**src/rtl/safe_pkg.sv**
```systemverilog
// -----------------------------------------------------------------------------
// safe_pkg
// Shared definitions for the safe keypad front-end (safe_code_entry) and the
// safe logic that consumes the combination stream.
//   - state_e      : entry FSM states (COLLECT, SEND)
//   - DIGIT_W      : width of one hex key digit
//   - COUNT_W      : width of the buffered-digit counter
//   - MIN/MAX_DIGITS : legal range of the code length
//   - KEY_DIGIT_*  : key-code range shared with the safe logic
// -----------------------------------------------------------------------------
package safe_pkg;

  localparam int unsigned DIGIT_W    = 4;
  localparam int unsigned COUNT_W    = 4;
  localparam int unsigned MIN_DIGITS = 2;
  localparam int unsigned MAX_DIGITS = 8;

  localparam logic [DIGIT_W-1:0] KEY_DIGIT_MIN = 4'h0;
  localparam logic [DIGIT_W-1:0] KEY_DIGIT_MAX = 4'hF;
  localparam logic [DIGIT_W-1:0] COMB_IDLE     = 4'h0;

  typedef enum logic [0:0] {
    COLLECT = 1'b0,
    SEND    = 1'b1
  } state_e;

endpackage : safe_pkg

```
**src/rtl/safe_entry_timer.sv**
```systemverilog
// -----------------------------------------------------------------------------
// safe_entry_timer
// Idle counter that discards a stale partial keypad entry. Only instantiated
// when SAFE_ENTRY_TIMEOUT_EN is defined.
// Ports:
//   clock     in  : rising-edge clock
//   reset     in  : asynchronous active-high reset
//   restart_i in  : a key pulse arrived; count starts over from 0
//   hold_i    in  : nothing to time (SEND or empty buffer); count held at 0
//   expire_o  out : counter reached TIMEOUT_CYCLES-1 this cycle (combinational;
//                   the owner registers the resulting pulse)
// -----------------------------------------------------------------------------
module safe_entry_timer #(
  parameter int unsigned TIMEOUT_CYCLES = 1000
) (
  input  logic clock,
  input  logic reset,
  input  logic restart_i,
  input  logic hold_i,
  output logic expire_o
);

  localparam int unsigned CW = (TIMEOUT_CYCLES > 2) ? $clog2(TIMEOUT_CYCLES) : 1;
  localparam logic [CW-1:0] CNT_LAST = CW'(TIMEOUT_CYCLES - 1);

  logic [CW-1:0] cnt_q;
  logic [CW-1:0] cnt_d;

  // Next-count and expiry: hold/restart win over expiry so a key pulse in the
  // expiring cycle keeps the entry alive.
  always_comb begin
    cnt_d    = cnt_q;
    expire_o = 1'b0;
    if (hold_i || restart_i) begin
      cnt_d = {CW{1'b0}};
    end else if (cnt_q == CNT_LAST) begin
      cnt_d    = {CW{1'b0}};
      expire_o = 1'b1;
    end else begin
      cnt_d = cnt_q + CW'(1);
    end
  end

  // Idle count register.
  always_ff @(posedge clock or posedge reset) begin
    if (reset) begin
      cnt_q <= {CW{1'b0}};
    end else begin
      cnt_q <= cnt_d;
    end
  end

endmodule : safe_entry_timer

```
**src/rtl/safe_code_entry.sv**
```systemverilog
// -----------------------------------------------------------------------------
// safe_code_entry
// Keypad front-end for the digital safe. Collects hex digits into a DIGITS-deep
// buffer and, on ENTER with a full buffer, streams the code first-digit-first
// onto the 4-bit combination bus under a ready/valid handshake.
// Optional feature: define SAFE_ENTRY_TIMEOUT_EN to discard a partial entry
// after TIMEOUT_CYCLES idle cycles; otherwise timeout stays 0.
// Ports:
//   clock, reset       : rising-edge clock, async active-high reset
//   key_valid/key_code : one-cycle digit pulse and its hex value
//   key_enter          : one-cycle pulse, submit the buffered code
//   key_clear          : one-cycle pulse, discard the buffered code
//   comb_ready         : consumer accepts the current digit
//   combination        : current code digit (0 when comb_valid=0)
//   comb_valid         : combination holds a valid digit
//   comb_last          : final digit of the code (qualified by comb_valid)
//   busy               : streaming; key inputs ignored
//   entry_count        : digits buffered, 0..DIGITS
//   overflow           : sticky, a digit arrived with the buffer full
//   entry_error        : one-cycle pulse, ENTER with an incomplete code
//   timeout            : one-cycle pulse, partial entry expired
// All outputs are registered.
// -----------------------------------------------------------------------------
module safe_code_entry
  import safe_pkg::*;
#(
  parameter int unsigned DIGITS         = 4,
  parameter int unsigned TIMEOUT_CYCLES = 1000
) (
  input  logic               clock,
  input  logic               reset,
  input  logic               key_valid,
  input  logic [DIGIT_W-1:0] key_code,
  input  logic               key_enter,
  input  logic               key_clear,
  input  logic               comb_ready,
  output logic [DIGIT_W-1:0] combination,
  output logic               comb_valid,
  output logic               comb_last,
  output logic               busy,
  output logic [COUNT_W-1:0] entry_count,
  output logic               overflow,
  output logic               entry_error,
  output logic               timeout
);

  localparam int unsigned IW = (DIGITS > 2) ? $clog2(DIGITS) : 1;
  localparam logic [IW-1:0]      LAST_IDX   = IW'(DIGITS - 1);
  localparam logic [COUNT_W-1:0] FULL_COUNT = COUNT_W'(DIGITS);

  if ((DIGITS < MIN_DIGITS) || (DIGITS > MAX_DIGITS) || (TIMEOUT_CYCLES < 2)) begin : g_bad_params
    $error("safe_code_entry: DIGITS or TIMEOUT_CYCLES out of range");
  end

  state_e             state_q,   state_d;
  logic [IW-1:0]      idx_q,     idx_d;
  logic [COUNT_W-1:0] count_q,   count_d;
  logic [DIGIT_W-1:0] code_q [DIGITS];
  logic [DIGIT_W-1:0] code_d [DIGITS];
  logic [DIGIT_W-1:0] comb_q,    comb_d;
  logic               valid_q,   valid_d;
  logic               last_q,    last_d;
  logic               busy_q,    busy_d;
  logic               ovf_q,     ovf_d;
  logic               err_q,     err_d;
  logic               tmo_q,     tmo_d;

  logic [IW-1:0]      idx_next_s;
  logic               expire_s;

  assign idx_next_s = idx_q + IW'(1);

`ifdef SAFE_ENTRY_TIMEOUT_EN
  logic restart_s;
  logic hold_s;

  assign restart_s = key_valid | key_enter | key_clear;
  assign hold_s    = (state_q != COLLECT) || (count_q == {COUNT_W{1'b0}});

  safe_entry_timer #(
    .TIMEOUT_CYCLES (TIMEOUT_CYCLES)
  ) u_timer (
    .clock     (clock),
    .reset     (reset),
    .restart_i (restart_s),
    .hold_i    (hold_s),
    .expire_o  (expire_s)
  );
`else
  assign expire_s = 1'b0;
`endif

  // Next-state and next-output logic for the COLLECT/SEND FSM.
  always_comb begin
    state_d = state_q;
    idx_d   = idx_q;
    count_d = count_q;
    code_d  = code_q;
    comb_d  = comb_q;
    valid_d = valid_q;
    last_d  = last_q;
    busy_d  = busy_q;
    ovf_d   = ovf_q;
    err_d   = 1'b0;
    tmo_d   = 1'b0;

    case (state_q)
      COLLECT: begin
        comb_d  = COMB_IDLE;
        valid_d = 1'b0;
        last_d  = 1'b0;
        busy_d  = 1'b0;
        if (key_clear) begin
          count_d = {COUNT_W{1'b0}};
          ovf_d   = 1'b0;
        end else if (key_enter) begin
          if (count_q == FULL_COUNT) begin
            // Present the first digit right away so it is valid the cycle
            // after ENTER; DIGITS >= 2 means it is never the last one.
            state_d = SEND;
            idx_d   = {IW{1'b0}};
            comb_d  = code_q[0];
            valid_d = 1'b1;
            last_d  = 1'b0;
            busy_d  = 1'b1;
          end else begin
            err_d   = 1'b1;
            count_d = {COUNT_W{1'b0}};
            ovf_d   = 1'b0;
          end
        end else if (key_valid) begin
          if (count_q < FULL_COUNT) begin
            code_d[count_q[IW-1:0]] = key_code;
            count_d                 = count_q + 4'd1;
          end else begin
            ovf_d = 1'b1;
          end
        end else if (expire_s) begin
          // The timer never expires in a cycle carrying a key pulse.
          count_d = {COUNT_W{1'b0}};
          ovf_d   = 1'b0;
          tmo_d   = 1'b1;
        end else begin
          count_d = count_q;
        end
      end

      SEND: begin
        if (valid_q && comb_ready) begin
          if (idx_q == LAST_IDX) begin
            state_d = COLLECT;
            idx_d   = {IW{1'b0}};
            count_d = {COUNT_W{1'b0}};
            ovf_d   = 1'b0;
            comb_d  = COMB_IDLE;
            valid_d = 1'b0;
            last_d  = 1'b0;
            busy_d  = 1'b0;
          end else begin
            idx_d  = idx_next_s;
            comb_d = code_q[idx_next_s];
            last_d = (idx_next_s == LAST_IDX);
          end
        end else begin
          idx_d = idx_q;
        end
      end

      default: begin
        state_d = COLLECT;
        idx_d   = {IW{1'b0}};
        count_d = {COUNT_W{1'b0}};
        ovf_d   = 1'b0;
        comb_d  = COMB_IDLE;
        valid_d = 1'b0;
        last_d  = 1'b0;
        busy_d  = 1'b0;
      end
    endcase
  end

  // State, buffer and output registers; reset also wipes the stored code.
  always_ff @(posedge clock or posedge reset) begin
    if (reset) begin
      state_q <= COLLECT;
      idx_q   <= {IW{1'b0}};
      count_q <= {COUNT_W{1'b0}};
      for (int i = 0; i < int'(DIGITS); i++) begin
        code_q[i] <= {DIGIT_W{1'b0}};
      end
      comb_q  <= COMB_IDLE;
      valid_q <= 1'b0;
      last_q  <= 1'b0;
      busy_q  <= 1'b0;
      ovf_q   <= 1'b0;
      err_q   <= 1'b0;
      tmo_q   <= 1'b0;
    end else begin
      state_q <= state_d;
      idx_q   <= idx_d;
      count_q <= count_d;
      code_q  <= code_d;
      comb_q  <= comb_d;
      valid_q <= valid_d;
      last_q  <= last_d;
      busy_q  <= busy_d;
      ovf_q   <= ovf_d;
      err_q   <= err_d;
      tmo_q   <= tmo_d;
    end
  end

  assign combination = comb_q;
  assign comb_valid  = valid_q;
  assign comb_last   = last_q;
  assign busy        = busy_q;
  assign entry_count = count_q;
  assign overflow    = ovf_q;
  assign entry_error = err_q;
  assign timeout     = tmo_q;

endmodule : safe_code_entry

```
**config.mk**
```make
export PLATFORM = sky130hd
export DESIGN_NAME = safe_code_entry
export DESIGN_NICKNAME = d
export VERILOG_FILES = /design/src/rtl/safe_pkg.sv /design/src/rtl/safe_entry_timer.sv /design/src/rtl/safe_code_entry.sv
export SDC_FILE = /design/constraint.sdc
export NUM_CORES = 1
export LEC_CHECK = 0
export BUFFER_PORTS_ARGS = -buffer_cell sky130_fd_sc_hd__buf_2
export CAP_MARGIN = 40
export CORE_MARGIN = 3
export CORE_UTILIZATION = 42
export CTS_CLUSTER_SIZE = 10
export DETAILED_ROUTE_END_ITERATION = 8
export MAX_ROUTING_LAYER = met4
export PLACE_DENSITY_LB_ADDON = 0.15
export SLEW_MARGIN = 20
export SYNTH_ARGS = -nofsm -noshare
export SYNTH_HDL_FRONTEND = slang
export SYNTH_SLANG_ARGS = --single-unit
```
**constraint.sdc**
```tcl
create_clock -name clock -period 4.6 [get_ports clock]
set_input_delay 0.23 -clock clock [delete_from_list [all_inputs] [get_ports clock]]
set_output_delay 0.23 -clock clock [all_outputs]
set_load 0.01 [all_outputs]
```
==> impl_metrics.ini <==
[die]
die_y_um = 66.0
start_util = 0.443
ios = 24
die_w_um = 66.0
dieArea_sq_mm = 0.00436
coreArea_sq_mm = 0.00342
rows = 21

[pwr]
p_leak_nw = 0.826
finalPower_mw = 0.688
ir_drop_mv = 0.224
seq_power_share = 0.545
p_comb_frac = 0.192
pwr-share-clk = 0.263
switching_share = 0.275
p_int_mw = 0.499
p_sw_mw = 0.189
p_per_area_mw_per_mm2 = 399

[layout]
num_antenna_cells = 0
utilization = 0.505
nNetsFinal = 158
final_layout_size_suffix_gt1_frac = 0.364
area_growth_pct = 14.0
fin_area_sq_mm = 0.00173
stdcell_count = 189
regArea_sq_um = 776
multi_input_area_sq_um = 673
fill_cells = 310

[sta]
setup_ws_ns = 2.72
hold_violations = 0
finalCriticalPeriod_ns = 1.88
fin_skew_ns = 0.00715
max_freq_mhz = 531
finalCritPeriodShare = 0.409
worst_pin_slew_ns = 0.606
whs_ns = 0.175
setup-tns-final_ns = 0
setup_viol = 0
rsz0062_at_grt = no
relSlewSlack = 0.596
drv_slew = 0

[global_routing]
grt_max_degree = 32
antenna_found_initial = 0
grt_usage = 0.154
globalRouteOverflowTotal = 0
grt_pass1_vias = 972
grt_pass1_wl_um = 4780

[route]
antenna_left = 0
dr.pass1.iters = 4
met3_length_um = 137
dr_total_vias = 993
met2WireLength_um = 1330
viasPerCell = 5.25
drt-total-wl_um = 2930
wire_per_inst_um = 15.5
drtIter0Drc = 38
wl_met1_um = 1400
drc = 0
top_layer_used = met4

[synthesis]
syn_area_per_cell_sq_um = 13.1
ys_ff_latch = 31
syn_inst = 116
yosysSeqAreaShare = 0.512
synth_top_area_cell = dfrtp_1
syn_area_sq_mm = 0.00151
async_flop_share = 1.00
ys.flop_type = dfrtp_1
synth-edff-count = 0
synth.distinct_cells = 33
ys_warn_count = 0
synth_commonest_cells = dfrtp_1 (31), mux2_2 (15), nand3_1 (8), ha_1 (6), inv_1 (6)
synthesis.nets = 132
yosysMostFrequentCell = dfrtp_1
yosys-top-cells-area = dfrtp_1 (51%), mux2_2 (11%), mux4_2 (6.0%), ha_1 (5.0%), a221o_1 (2.6%)
synth.top_cell.area_share = 0.512

[place]
place.gp.congestion = 0.756
place_ws_ns = 2.71
hpwlAfterDp_um = 2200
io_buffer_count = 22
dpl.cell_count = 180
placed_cell_area_sq_mm = 0.00165

[critical_path]
cp.arrival_ns = 2.10
critPathMaxFanout = 7
critPathLaunchType = flip-flop
path_class = flip-flop to flip-flop
end_kind = flip-flop
critPathRequiredTime_ns = 4.82

[worst_hold_path]
hp-class = input pin to flip-flop

[clocking]
clk_pin_slew_ns = 0.10
numClockSinks = 31
numCtsBuffers = 5
cts-root-buf = clkbuf_4
cts_tree = yes
clkLatencyLatePin_ns = 0.33
cts_setup_buffers = 0
cts.path.max_buffers = 2
htreeDepth = 2

[job]
maxCapViolations = 0

[status]
status = completed
power groups by stage:
stage	sequential (mW)	clock (mW)	combinational (mW)
floorplan	0.362	0	0.106
global placement	0.377	0	0.129
detailed placement	0.381	0	0.133
CTS	0.375	0.187	0.134
global route	0.383	0.198	0.148
finish	0.375	0.181	0.132
registers in the layout, summed over array words and instances (netlist names):
name         cells
overflow         1
entry_error      1
state_q          1
code_q          16
entry_count      4
idx_q            2
comb_last        1
busy             1
combination      4
routing by layer:
| layer | vias up | track usage |
|---|---|---|
| met5 | - | - |
| met4 | 0 | 0.0685 |
| met3 | 6 | 0.0425 |
| met2 | 21 | 0.219 |
| met1 | 488 | 0.206 |
| li1 | 478 | - |
cell type report:
cell class,count,area share
Inverter,6,0.0131
Clock buffer,8,0.0399
Tap cell,46,0.0334
Sequential cell,31,0.450
Timing Repair Buffer,24,0.0740
Multi-Input combinational cell,74,0.390
final timing paths:
check / depth (start not counted) / slack [ns] / from / endpoint
max reg2reg: 5 / 2.72 / idx_q[0] / combination[1]
max: 5 / 2.72 / idx_q[0] / combination[1]
min in group asynchronous: 4 / 0.51 / reset / state_q
min reg2reg: 1 / 0.51 / combination[0] / combination[0]
max in group asynchronous: 4 / 3.80 / reset / code_q[14]
min: 2 / 0.17 / key_code[0] / code_q[12]
worst max-delay path, cell delays in order, from the launching register on:
cell     delay, ns
dfrtp_1       0.54
inv_1         0.11
ha_1          0.40
mux4_2        0.32
nor2b_1       0.15
a221o_1       0.26
cells by family after synthesis:
group	after synthesis	synth area share
flip-flops	31	0.512
AND/OR/NAND/NOR	28	0.121
multiplexers	20	0.179
AO/OA/AOI/OAI	19	0.0926
buffers and inverters	11	0.0430
adder cells (fa/ha/maj)	6	0.0496
other	1	0.00248
repair_timing:
| action | CTS | global route |
|---|---|---|
| hold endpoints to repair | 31 | 0 |
| hold buffers | 1 | 0 |
| resized for setup | 0 | 0 |
cells in the final DEF (no fill, tap or decap), drive strengths merged:
master,Yosys,layout
a21oi,4,4
a21boi,2,2
o21a,1,1
and3b,1,1
inv,6,6
mux2,16,16
nor3,1,1
a22oi,1,1
nand2,4,4
dlygate4sd3,0,1
nor3b,2,2
buf,5,23
o21ai,2,2
nand2b,1,1
nand4b,1,1
a221o,4,4
o211ai,1,1
ha,6,6
nand3,8,8
a2bb2oi,2,2
clkbuf,0,8
or3,2,2
mux4,4,4
and2,2,2
nand3b,1,1
nor2b,5,5
conb,1,1
dfrtp,31,31
o22ai,1,1
a221oi,1,1
Power figures use the tool's default switching activity.
